`src/rtl/legv8_ctrl_pkg.sv`:
```
// Shared constants, types and the instruction decoder for the LEGv8 multi-cycle control unit.
package legv8_ctrl_pkg;

    // Control sequencer states; the numeric values are visible on the state output.
    typedef enum logic [2:0] {
        FETCH     = 3'd0,
        DECODE    = 3'd1,
        EXECUTE   = 3'd2,
        MEM       = 3'd3,
        WRITEBACK = 3'd4,
        TRAP      = 3'd5
    } state_t;

    // Instruction classes that select the sequence of states after DECODE.
    typedef enum logic [2:0] {
        CL_ALU,
        CL_LDUR,
        CL_STUR,
        CL_CBZ,
        CL_CBNZ,
        CL_BCOND,
        CL_B,
        CL_ILLEGAL
    } iclass_t;

    // ALU function select: [4:2] op, [1] A invert, [0] B invert / carry-in.
    localparam logic [4:0] FS_AND = 5'b00000;
    localparam logic [4:0] FS_OR  = 5'b00100;
    localparam logic [4:0] FS_ADD = 5'b01000;
    localparam logic [4:0] FS_SUB = 5'b01001;
    localparam logic [4:0] FS_XOR = 5'b01100;
    localparam logic [4:0] FS_LSL = 5'b10000;
    localparam logic [4:0] FS_LSR = 5'b10100;

    // ALU B-operand source.
    localparam logic [1:0] BSEL_REG  = 2'b00;
    localparam logic [1:0] BSEL_IMM  = 2'b01;
    localparam logic [1:0] BSEL_ZERO = 2'b10;

    // Bit positions inside a {V,C,Z,N} nibble.
    localparam int ST_N = 0;
    localparam int ST_Z = 1;
    localparam int ST_C = 2;
    localparam int ST_V = 3;

    // R-type and D-type opcodes, IR[31:21].
    localparam logic [10:0] OP_ADD  = 11'b10001011000;
    localparam logic [10:0] OP_SUB  = 11'b11001011000;
    localparam logic [10:0] OP_AND  = 11'b10001010000;
    localparam logic [10:0] OP_ORR  = 11'b10101010000;
    localparam logic [10:0] OP_EOR  = 11'b11001010000;
    localparam logic [10:0] OP_ADDS = 11'b10101011000;
    localparam logic [10:0] OP_SUBS = 11'b11101011000;
    localparam logic [10:0] OP_ANDS = 11'b11101010000;
    localparam logic [10:0] OP_LSL  = 11'b11010011011;
    localparam logic [10:0] OP_LSR  = 11'b11010011010;
    localparam logic [10:0] OP_LDUR = 11'b11111000010;
    localparam logic [10:0] OP_STUR = 11'b11111000000;

    // I-type opcodes, IR[31:22].
    localparam logic [9:0] OP_ADDI = 10'b1001000100;
    localparam logic [9:0] OP_SUBI = 10'b1101000100;
    localparam logic [9:0] OP_ANDI = 10'b1001001000;
    localparam logic [9:0] OP_ORRI = 10'b1011001000;
    localparam logic [9:0] OP_EORI = 10'b1101001000;

    // CB-type opcodes, IR[31:24], and unconditional branch, IR[31:26].
    localparam logic [7:0] OP_CBZ   = 8'b10110100;
    localparam logic [7:0] OP_CBNZ  = 8'b10110101;
    localparam logic [7:0] OP_BCOND = 8'b01010100;
    localparam logic [5:0] OP_B     = 6'b000101;

    // B.cond condition codes, IR[3:0].
    localparam logic [3:0] COND_EQ = 4'd0;
    localparam logic [3:0] COND_NE = 4'd1;
    localparam logic [3:0] COND_HS = 4'd2;
    localparam logic [3:0] COND_LO = 4'd3;
    localparam logic [3:0] COND_MI = 4'd4;
    localparam logic [3:0] COND_PL = 4'd5;
    localparam logic [3:0] COND_VS = 4'd6;
    localparam logic [3:0] COND_VC = 4'd7;
    localparam logic [3:0] COND_HI = 4'd8;
    localparam logic [3:0] COND_LS = 4'd9;
    localparam logic [3:0] COND_GE = 4'd10;
    localparam logic [3:0] COND_LT = 4'd11;
    localparam logic [3:0] COND_GT = 4'd12;
    localparam logic [3:0] COND_LE = 4'd13;
    localparam logic [3:0] COND_AL = 4'd14;
    localparam logic [3:0] COND_NV = 4'd15;

    // Everything the sequencer needs to know about one instruction word.
    typedef struct packed {
        iclass_t     cls;
        logic        set_flags;
        logic [4:0]  fs;
        logic [1:0]  b_sel;
        logic [63:0] imm;
        logic [63:0] branch_offset;
    } decode_t;

    // Widest opcode field is tried first; the encodings are disjoint across widths.
    function automatic decode_t decode_instr(input logic [31:0] ir);
        decode_t d;
        d.cls           = CL_ILLEGAL;
        d.set_flags     = 1'b0;
        d.fs            = FS_AND;
        d.b_sel         = BSEL_REG;
        d.imm           = '0;
        d.branch_offset = '0;

        case (ir[31:21])
            OP_ADD, OP_ADDS: begin
                d.cls       = CL_ALU;
                d.fs        = FS_ADD;
                d.set_flags = (ir[31:21] == OP_ADDS);
            end
            OP_SUB, OP_SUBS: begin
                d.cls       = CL_ALU;
                d.fs        = FS_SUB;
                d.set_flags = (ir[31:21] == OP_SUBS);
            end
            OP_AND, OP_ANDS: begin
                d.cls       = CL_ALU;
                d.fs        = FS_AND;
                d.set_flags = (ir[31:21] == OP_ANDS);
            end
            OP_ORR: begin
                d.cls = CL_ALU;
                d.fs  = FS_OR;
            end
            OP_EOR: begin
                d.cls = CL_ALU;
                d.fs  = FS_XOR;
            end
            OP_LSL, OP_LSR: begin
                d.cls   = CL_ALU;
                d.fs    = (ir[31:21] == OP_LSL) ? FS_LSL : FS_LSR;
                d.b_sel = BSEL_IMM;
                d.imm   = {58'd0, ir[15:10]};
            end
            OP_LDUR, OP_STUR: begin
                d.cls   = (ir[31:21] == OP_LDUR) ? CL_LDUR : CL_STUR;
                d.fs    = FS_ADD;
                d.b_sel = BSEL_IMM;
                d.imm   = {{55{ir[20]}}, ir[20:12]};
            end
            default: ;
        endcase

        if (d.cls == CL_ILLEGAL) begin
            d.b_sel = BSEL_IMM;
            d.imm   = {52'd0, ir[21:10]};
            case (ir[31:22])
                OP_ADDI: begin d.cls = CL_ALU; d.fs = FS_ADD; end
                OP_SUBI: begin d.cls = CL_ALU; d.fs = FS_SUB; end
                OP_ANDI: begin d.cls = CL_ALU; d.fs = FS_AND; end
                OP_ORRI: begin d.cls = CL_ALU; d.fs = FS_OR;  end
                OP_EORI: begin d.cls = CL_ALU; d.fs = FS_XOR; end
                default: begin d.b_sel = BSEL_REG; d.imm = '0; end
            endcase
        end

        if (d.cls == CL_ILLEGAL) begin
            d.branch_offset = {{43{ir[23]}}, ir[23:5], 2'b00};
            case (ir[31:24])
                OP_CBZ: begin
                    d.cls   = CL_CBZ;
                    d.fs    = FS_OR;
                    d.b_sel = BSEL_ZERO;
                end
                OP_CBNZ: begin
                    d.cls   = CL_CBNZ;
                    d.fs    = FS_OR;
                    d.b_sel = BSEL_ZERO;
                end
                OP_BCOND: d.cls = CL_BCOND;
                default:  d.branch_offset = '0;
            endcase
        end

        if (d.cls == CL_ILLEGAL && ir[31:26] == OP_B) begin
            d.cls           = CL_B;
            d.branch_offset = {{36{ir[25]}}, ir[25:0], 2'b00};
        end

        return d;
    endfunction

endpackage

```
`src/rtl/cond_eval.sv`:
```
// Combinational B.cond evaluator: decides "taken" from the latched {V,C,Z,N} flags.
module cond_eval
    import legv8_ctrl_pkg::*;
(
    input  logic [3:0] i_flags,
    input  logic [3:0] i_cond,
    output logic       o_taken
);

    logic w_n;
    logic w_z;
    logic w_c;
    logic w_v;
    logic w_hi;
    logic w_gt;

    assign w_n  = i_flags[ST_N];
    assign w_z  = i_flags[ST_Z];
    assign w_c  = i_flags[ST_C];
    assign w_v  = i_flags[ST_V];
    assign w_hi = w_c & ~w_z;
    assign w_gt = ~w_z & (w_n == w_v);

    // Select the flag predicate named by the condition code.
    always_comb begin
        // NOTE: every variable driven here gets a value before the case, so no latch can be inferred.
        o_taken = 1'b1;
        case (i_cond)
            COND_EQ: o_taken = w_z;
            COND_NE: o_taken = ~w_z;
            COND_HS: o_taken = w_c;
            COND_LO: o_taken = ~w_c;
            COND_MI: o_taken = w_n;
            COND_PL: o_taken = ~w_n;
            COND_VS: o_taken = w_v;
            COND_VC: o_taken = ~w_v;
            COND_HI: o_taken = w_hi;
            COND_LS: o_taken = ~w_hi;
            COND_GE: o_taken = (w_n == w_v);
            COND_LT: o_taken = (w_n != w_v);
            COND_GT: o_taken = w_gt;
            COND_LE: o_taken = ~w_gt;
            COND_AL, COND_NV: o_taken = 1'b1;
            default: o_taken = 1'b1;
        endcase
    end

endmodule

```
`src/rtl/legv8_control_fsm.sv`:
```
// Multi-cycle LEGv8 control unit: IR, flags register, decode and the F/D/E/M/WB sequencer.
module legv8_control_fsm
    import legv8_ctrl_pkg::*;
(
    input  logic        clock,
    input  logic        reset_n,
    input  logic [31:0] instr,
    input  logic [3:0]  status,
    output logic [4:0]  fs,
    output logic [1:0]  b_sel,
    output logic [63:0] imm,
    output logic [63:0] branch_offset,
    output logic [4:0]  rn_addr,
    output logic [4:0]  rm_addr,
    output logic [4:0]  rd_addr,
    output logic        reg_write,
    output logic        mem_read,
    output logic        mem_write,
    output logic        mem_to_reg,
    output logic        pc_we,
    output logic        pc_sel,
    output logic [3:0]  flags,
    output logic        illegal,
    output logic [2:0]  state
);

    state_t      r_state;
    logic [31:0] r_ir;
    logic [3:0]  r_flags;
    logic        r_illegal;
    logic [4:0]  r_fs;
    logic [1:0]  r_b_sel;
    logic [63:0] r_imm;
    logic [63:0] r_branch_offset;
    logic        r_reg_write;
    logic        r_mem_read;
    logic        r_mem_write;
    logic        r_mem_to_reg;
    logic        r_pc_we;

    decode_t     w_dec;
    logic        w_is_branch;
    logic        w_cond_taken;
    logic        w_taken;

    // The IR is stable from DECODE onward, so decode straight from it.
    assign w_dec       = decode_instr(r_ir);
    assign w_is_branch = (w_dec.cls == CL_CBZ) || (w_dec.cls == CL_CBNZ) ||
                         (w_dec.cls == CL_BCOND) || (w_dec.cls == CL_B);

    cond_eval u_cond_eval (
        .i_flags (r_flags),
        .i_cond  (r_ir[3:0]),
        .o_taken (w_cond_taken)
    );

    // CBZ/CBNZ look at the live ALU zero (Rt OR 0); B.cond uses only the latched flags.
    always_comb begin
        w_taken = 1'b0;
        case (w_dec.cls)
            CL_CBZ:   w_taken = status[ST_Z];
            CL_CBNZ:  w_taken = ~status[ST_Z];
            CL_BCOND: w_taken = w_cond_taken;
            CL_B:     w_taken = 1'b1;
            default:  w_taken = 1'b0;
        endcase
    end

    // Rt replaces Rm as the second read port for stores and compare-and-branch.
    always_comb begin
        rm_addr = r_ir[20:16];
        case (w_dec.cls)
            CL_STUR, CL_CBZ, CL_CBNZ: rm_addr = r_ir[4:0];
            default:                  rm_addr = r_ir[20:16];
        endcase
    end

    // Sequencer with registered enables: each enable is set on entry to the state that owns it.
    always_ff @(posedge clock or negedge reset_n) begin
        if (!reset_n) begin
            r_state         <= FETCH;
            r_ir            <= '0;
            r_flags         <= '0;
            r_illegal       <= 1'b0;
            r_fs            <= '0;
            r_b_sel         <= '0;
            r_imm           <= '0;
            r_branch_offset <= '0;
            r_reg_write     <= 1'b0;
            r_mem_read      <= 1'b0;
            r_mem_write     <= 1'b0;
            r_mem_to_reg    <= 1'b0;
            r_pc_we         <= 1'b0;
        end else begin
            // NOTE: non-blocking assignments so every branch below sees the pre-edge register values.
            case (r_state)
                FETCH: begin
                    r_ir    <= instr;
                    r_state <= DECODE;
                end
                DECODE: begin
                    if (w_dec.cls == CL_ILLEGAL) begin
                        r_state   <= TRAP;
                        r_illegal <= 1'b1;
                    end else begin
                        r_state         <= EXECUTE;
                        r_fs            <= w_dec.fs;
                        r_b_sel         <= w_dec.b_sel;
                        r_imm           <= w_dec.imm;
                        r_branch_offset <= w_dec.branch_offset;
                        r_pc_we         <= w_is_branch;
                    end
                end
                EXECUTE: begin
                    if (w_dec.set_flags) begin
                        r_flags <= status;
                    end
                    case (w_dec.cls)
                        CL_LDUR: begin
                            r_state    <= MEM;
                            r_mem_read <= 1'b1;
                        end
                        CL_STUR: begin
                            r_state     <= MEM;
                            r_mem_write <= 1'b1;
                            r_pc_we     <= 1'b1;
                        end
                        CL_ALU: begin
                            r_state     <= WRITEBACK;
                            r_reg_write <= 1'b1;
                            r_pc_we     <= 1'b1;
                        end
                        default: begin
                            r_state <= FETCH;
                            r_pc_we <= 1'b0;
                        end
                    endcase
                end
                MEM: begin
                    r_mem_read  <= 1'b0;
                    r_mem_write <= 1'b0;
                    if (w_dec.cls == CL_LDUR) begin
                        r_state      <= WRITEBACK;
                        r_reg_write  <= 1'b1;
                        r_mem_to_reg <= 1'b1;
                        r_pc_we      <= 1'b1;
                    end else begin
                        r_state <= FETCH;
                        r_pc_we <= 1'b0;
                    end
                end
                WRITEBACK: begin
                    r_state      <= FETCH;
                    r_reg_write  <= 1'b0;
                    r_mem_to_reg <= 1'b0;
                    r_pc_we      <= 1'b0;
                end
                TRAP: begin
                    r_state <= TRAP;
                end
                default: begin
                    r_state <= FETCH;
                end
            endcase
        end
    end

    assign state         = r_state;
    assign fs            = r_fs;
    assign b_sel         = r_b_sel;
    assign imm           = r_imm;
    assign branch_offset = r_branch_offset;
    assign rn_addr       = r_ir[9:5];
    assign rd_addr       = r_ir[4:0];
    assign reg_write     = r_reg_write;
    assign mem_read      = r_mem_read;
    assign mem_write     = r_mem_write;
    assign mem_to_reg    = r_mem_to_reg;
    assign pc_we         = r_pc_we;
    assign pc_sel        = r_pc_we & (r_state == EXECUTE) & w_taken;
    assign flags         = r_flags;
    assign illegal       = r_illegal;

endmodule

```
`config.mk`:
```
export PLATFORM = sky130hd
export DESIGN_NAME = legv8_control_fsm
export DESIGN_NICKNAME = d
export VERILOG_FILES = /design/src/rtl/legv8_ctrl_pkg.sv /design/src/rtl/cond_eval.sv /design/src/rtl/legv8_control_fsm.sv
export SDC_FILE = /design/constraint.sdc
export NUM_CORES = 1
export LEC_CHECK = 0
export CAP_MARGIN = 20
export CORE_ASPECT_RATIO = 2
export CORE_MARGIN = 2
export CORE_UTILIZATION = 40
export DETAILED_ROUTE_END_ITERATION = 8
export PLACE_DENSITY = 0.84
export RECOVER_POWER = 25
export SLEW_MARGIN = 30
export SYNTH_ARGS = -nofsm -noshare
export SYNTH_HDL_FRONTEND = slang
export SYNTH_SLANG_ARGS = --single-unit
```
`constraint.sdc`:
```
create_clock -name clock -period 2.3 [get_ports clock]
set_input_delay 0.69 -clock clock [delete_from_list [all_inputs] [get_ports clock]]
set_output_delay 0.69 -clock clock [all_outputs]
set_load 0.01 [all_outputs]
```
==> reports/results.txt, run 1 <==
Total grt overflow = 0
Area growth syn-to-layout = 51.8%
Status = complete, but fails checks
Avg Inst Size Synth = 9.66 µm²
Final-report max-slew violation count = 31
Yosys top cell area share = 43.9%
Number of remaining DRC errors = 0
Mapped cell area = 0.00513 mm²
Maximum root-to-sink buffer count = 2
Relative max-transition margin = -7.52%
Routed wire length = 15,800 µm
Crit path launch type = flop
H-tree depth = 3
# rows = 58
Maxcap violations = 1
Setup CP Type = reg2out
DIE HEIGHT = 164 µm
Largest register FFs = 32
Largest Register = r_ir
Avg Vias per Cell = 5.49
Synth Flop Type = dfrtp_1
Distinct cells, synth = 55
Seq cells post-synth = 90
Avg WL per Cell = 18.6 µm
Initial drt markers = 355
Hold_ws = 462 ps
Vias in the first global route = 4,477
Clock-pin slew on the worst setup and hold paths = 60 ps
FF+latch area = 0.00226 mm²
Max Clk Rate = 344 MHz
Ys async rst share = 100%
Commonest non-fill, non-tap cell in the layout = clkdlybuf4s50_1
Top cells by area, synth = dfrtp_1 44%, buf_4 15%, mux2_2 8.6%, nand2_1 4.2%, o21ai_0 3.8%
Vias = 4,674
Crit share post-route = 126%
Core area = 0.0126 mm²
Final setup violating endpoints = 18
Final Critical Period = 2910 ps
EDFF count, synth = 0
Clock Sinks = 90
Worst IR drop on VDD = 0.000815 V
Final worst slack = -609 ps
Full die area = 0.0138 mm²
Pre-CTS setup slack = -632 ps
Worst Tran Pin Value = 1610 ps
Fin util = 62.0%
Final Hold Vio Count = 0
Leakage = 0.00320 µW
Largest net degree at the start of global routing = 53
Most frequent cells in the layout = 189 x clkdlybuf4s50_1, 87 x dfrtp_1, 68 x buf_4
Pwr Density = 989 mW/mm²
Top Ports = 202
Failing checks = max-capacitance violations, max-slew violations, negative setup slack
Initial antenna violation count = 0
Hold-fix buffers, CTS = 0
Worst Path Max Fanout = 2
YS warnings = 0
First-pass GRT wire length = 23,000 µm
Antenna viol nets, final = 0
Cells after synthesis = 531
Skew-Pair Late Insertion Delay = 350 ps
Inserted Diodes = 0
Number of iterations in the first detailed-routing pass = 6
Input/output buffers = 198
Number of buffers created by CTS = 9
RePlAce Congestion = 0.907
Share of cells above drive strength 1 = 27.1%
DIE WIDTH = 84.1 µm
Post-Layout Cell Count = 851
Effective utilization at floorplan = 40.9%
Clock Tree Root = clkbuf_16
Fill cell count = 978
Sequential share of the synthesized area = 43.9%
Hold Crit Class = reg2reg
Unrepaired setup endpoints after global routing = true
Arr. time, crit path = 2220 ps
Clock Skews = 10.8 ps
Total track usage = 21.5%
Layout Nets = 734
Placed cells = 805
Setup crit end kind = output port
Hpwl dp = 11,200 µm
Multi-input logic area = 0.00216 mm²
Worst EP required = 1610 ps
Yosys top cell by area = dfrtp_1
CTS tree = done
[final cells by class]
type	instances	share of cell area (%)
clock buffer	9	2.89
clock inverter	7	0.691
tap	150	2.41
multi-input combinational	297	27.7
timing repair buffer	291	37.0
inverter	7	0.337
sequential	90	29.0
[Yosys cell counts (all sizes together), types with 2 or more instances]
library cell  count
a21boi            2
a21o              2
a21oi            17
a221oi            2
a22oi            25
a31oi            16
and2              4
and3              2
buf             116
clkbuf           23
dfrtp            90
inv               7
mux2             40
nand2            58
nand2b            2
nand3             5
nand4             2
nand4b            2
nor2             12
nor2b             5
nor3             10
nor3b             5
nor4b             4
o211ai            2
o21a              2
o21ai            44
o311a             2
o31ai             3
or4               2
xnor2             6
[power breakdown]
part           total [µW]  switching, µW  internal, µW
Sequential           2530            538          1990
Clock                1380            645           737
Combinational        3790           1690          2100
[critical path: stages (launching register included)]
cell	delay, ps
dfrtp_1	410
buf_6	130
nor4bb_4	290
nand2_2	90
buf_4	140
buf_4	120
buf_4	120
buf_4	120
nor2_1	100
o311a_1	200
buf_2	140
[metal layers]
| layer | GRT usage [%] | routed length (µm) |
|---|---|---|
| met2 | 41.0 | 8690 |
| met3 | 4.37 | 1060 |
| met1 | 20.0 | 5130 |
| met4 | 14.5 | 916 |
| met5 | 0 | 0 |
[final timing paths]
kind | start | end | slack [ps] | depth (start not counted)
worst max-delay path | r_ir[27] | pc_sel | -610 | 10
min in group asynchronous | reset_n | r_ir[26] | 740 | 1
worst min-delay path | illegal | illegal | 460 | 1
worst min register to register | illegal | illegal | 460 | 1
worst max register to register | r_ir[29] | branch_offset[24] | -40 | 10
max in group asynchronous | reset_n | branch_offset[10] | 260 | 2
[through the flow]
step | total power [µW] | TNS (ps) | area, µm²
floorplan | 4310 | -25.9 | 5150
CTS | 7430 | -2530 | 7430
global placement | 5710 | -2530 | 6950
detailed placement | 5810 | -2900 | 6950
finish | 7700 | -3020 | 7790
global route | 8060 | -8750 | 7790
[cell families (layout without fill, tap and decap cells)]
group,Yosys count,after routing,share of synthesized area [%]
AOI/OAI and AO/OA,125,125,15.2
xor gates and xnor gates,7,7,1.20
buffers and inverters,146,314,18.7
DFF,90,90,43.9
muxes,41,41,8.98
other,1,3,0.0731
and+or+nand+nor,121,121,11.9
[repair_timing]
item | CTS | global route
gates cloned | 0 | 6
setup endpoints to repair | 18 | 44
pin swaps | 14 | 14
resized for setup | 53 | 37
setup buffers | 12 | 15
(Power assumes the default switching activity.)
==> inputs of run 2 (changes only) <==
--- a/config.mk
+++ b/config.mk
@@ -9,6 +9,7 @@
 export CORE_ASPECT_RATIO = 2
 export CORE_MARGIN = 2
 export CORE_UTILIZATION = 40
+export CTS_CLUSTER_DIAMETER = 30
 export DETAILED_ROUTE_END_ITERATION = 8
 export PLACE_DENSITY = 0.84
 export RECOVER_POWER = 25
==> results of run 2 <==
No change in the layout: final DEF, timing and power equal those of run 1.
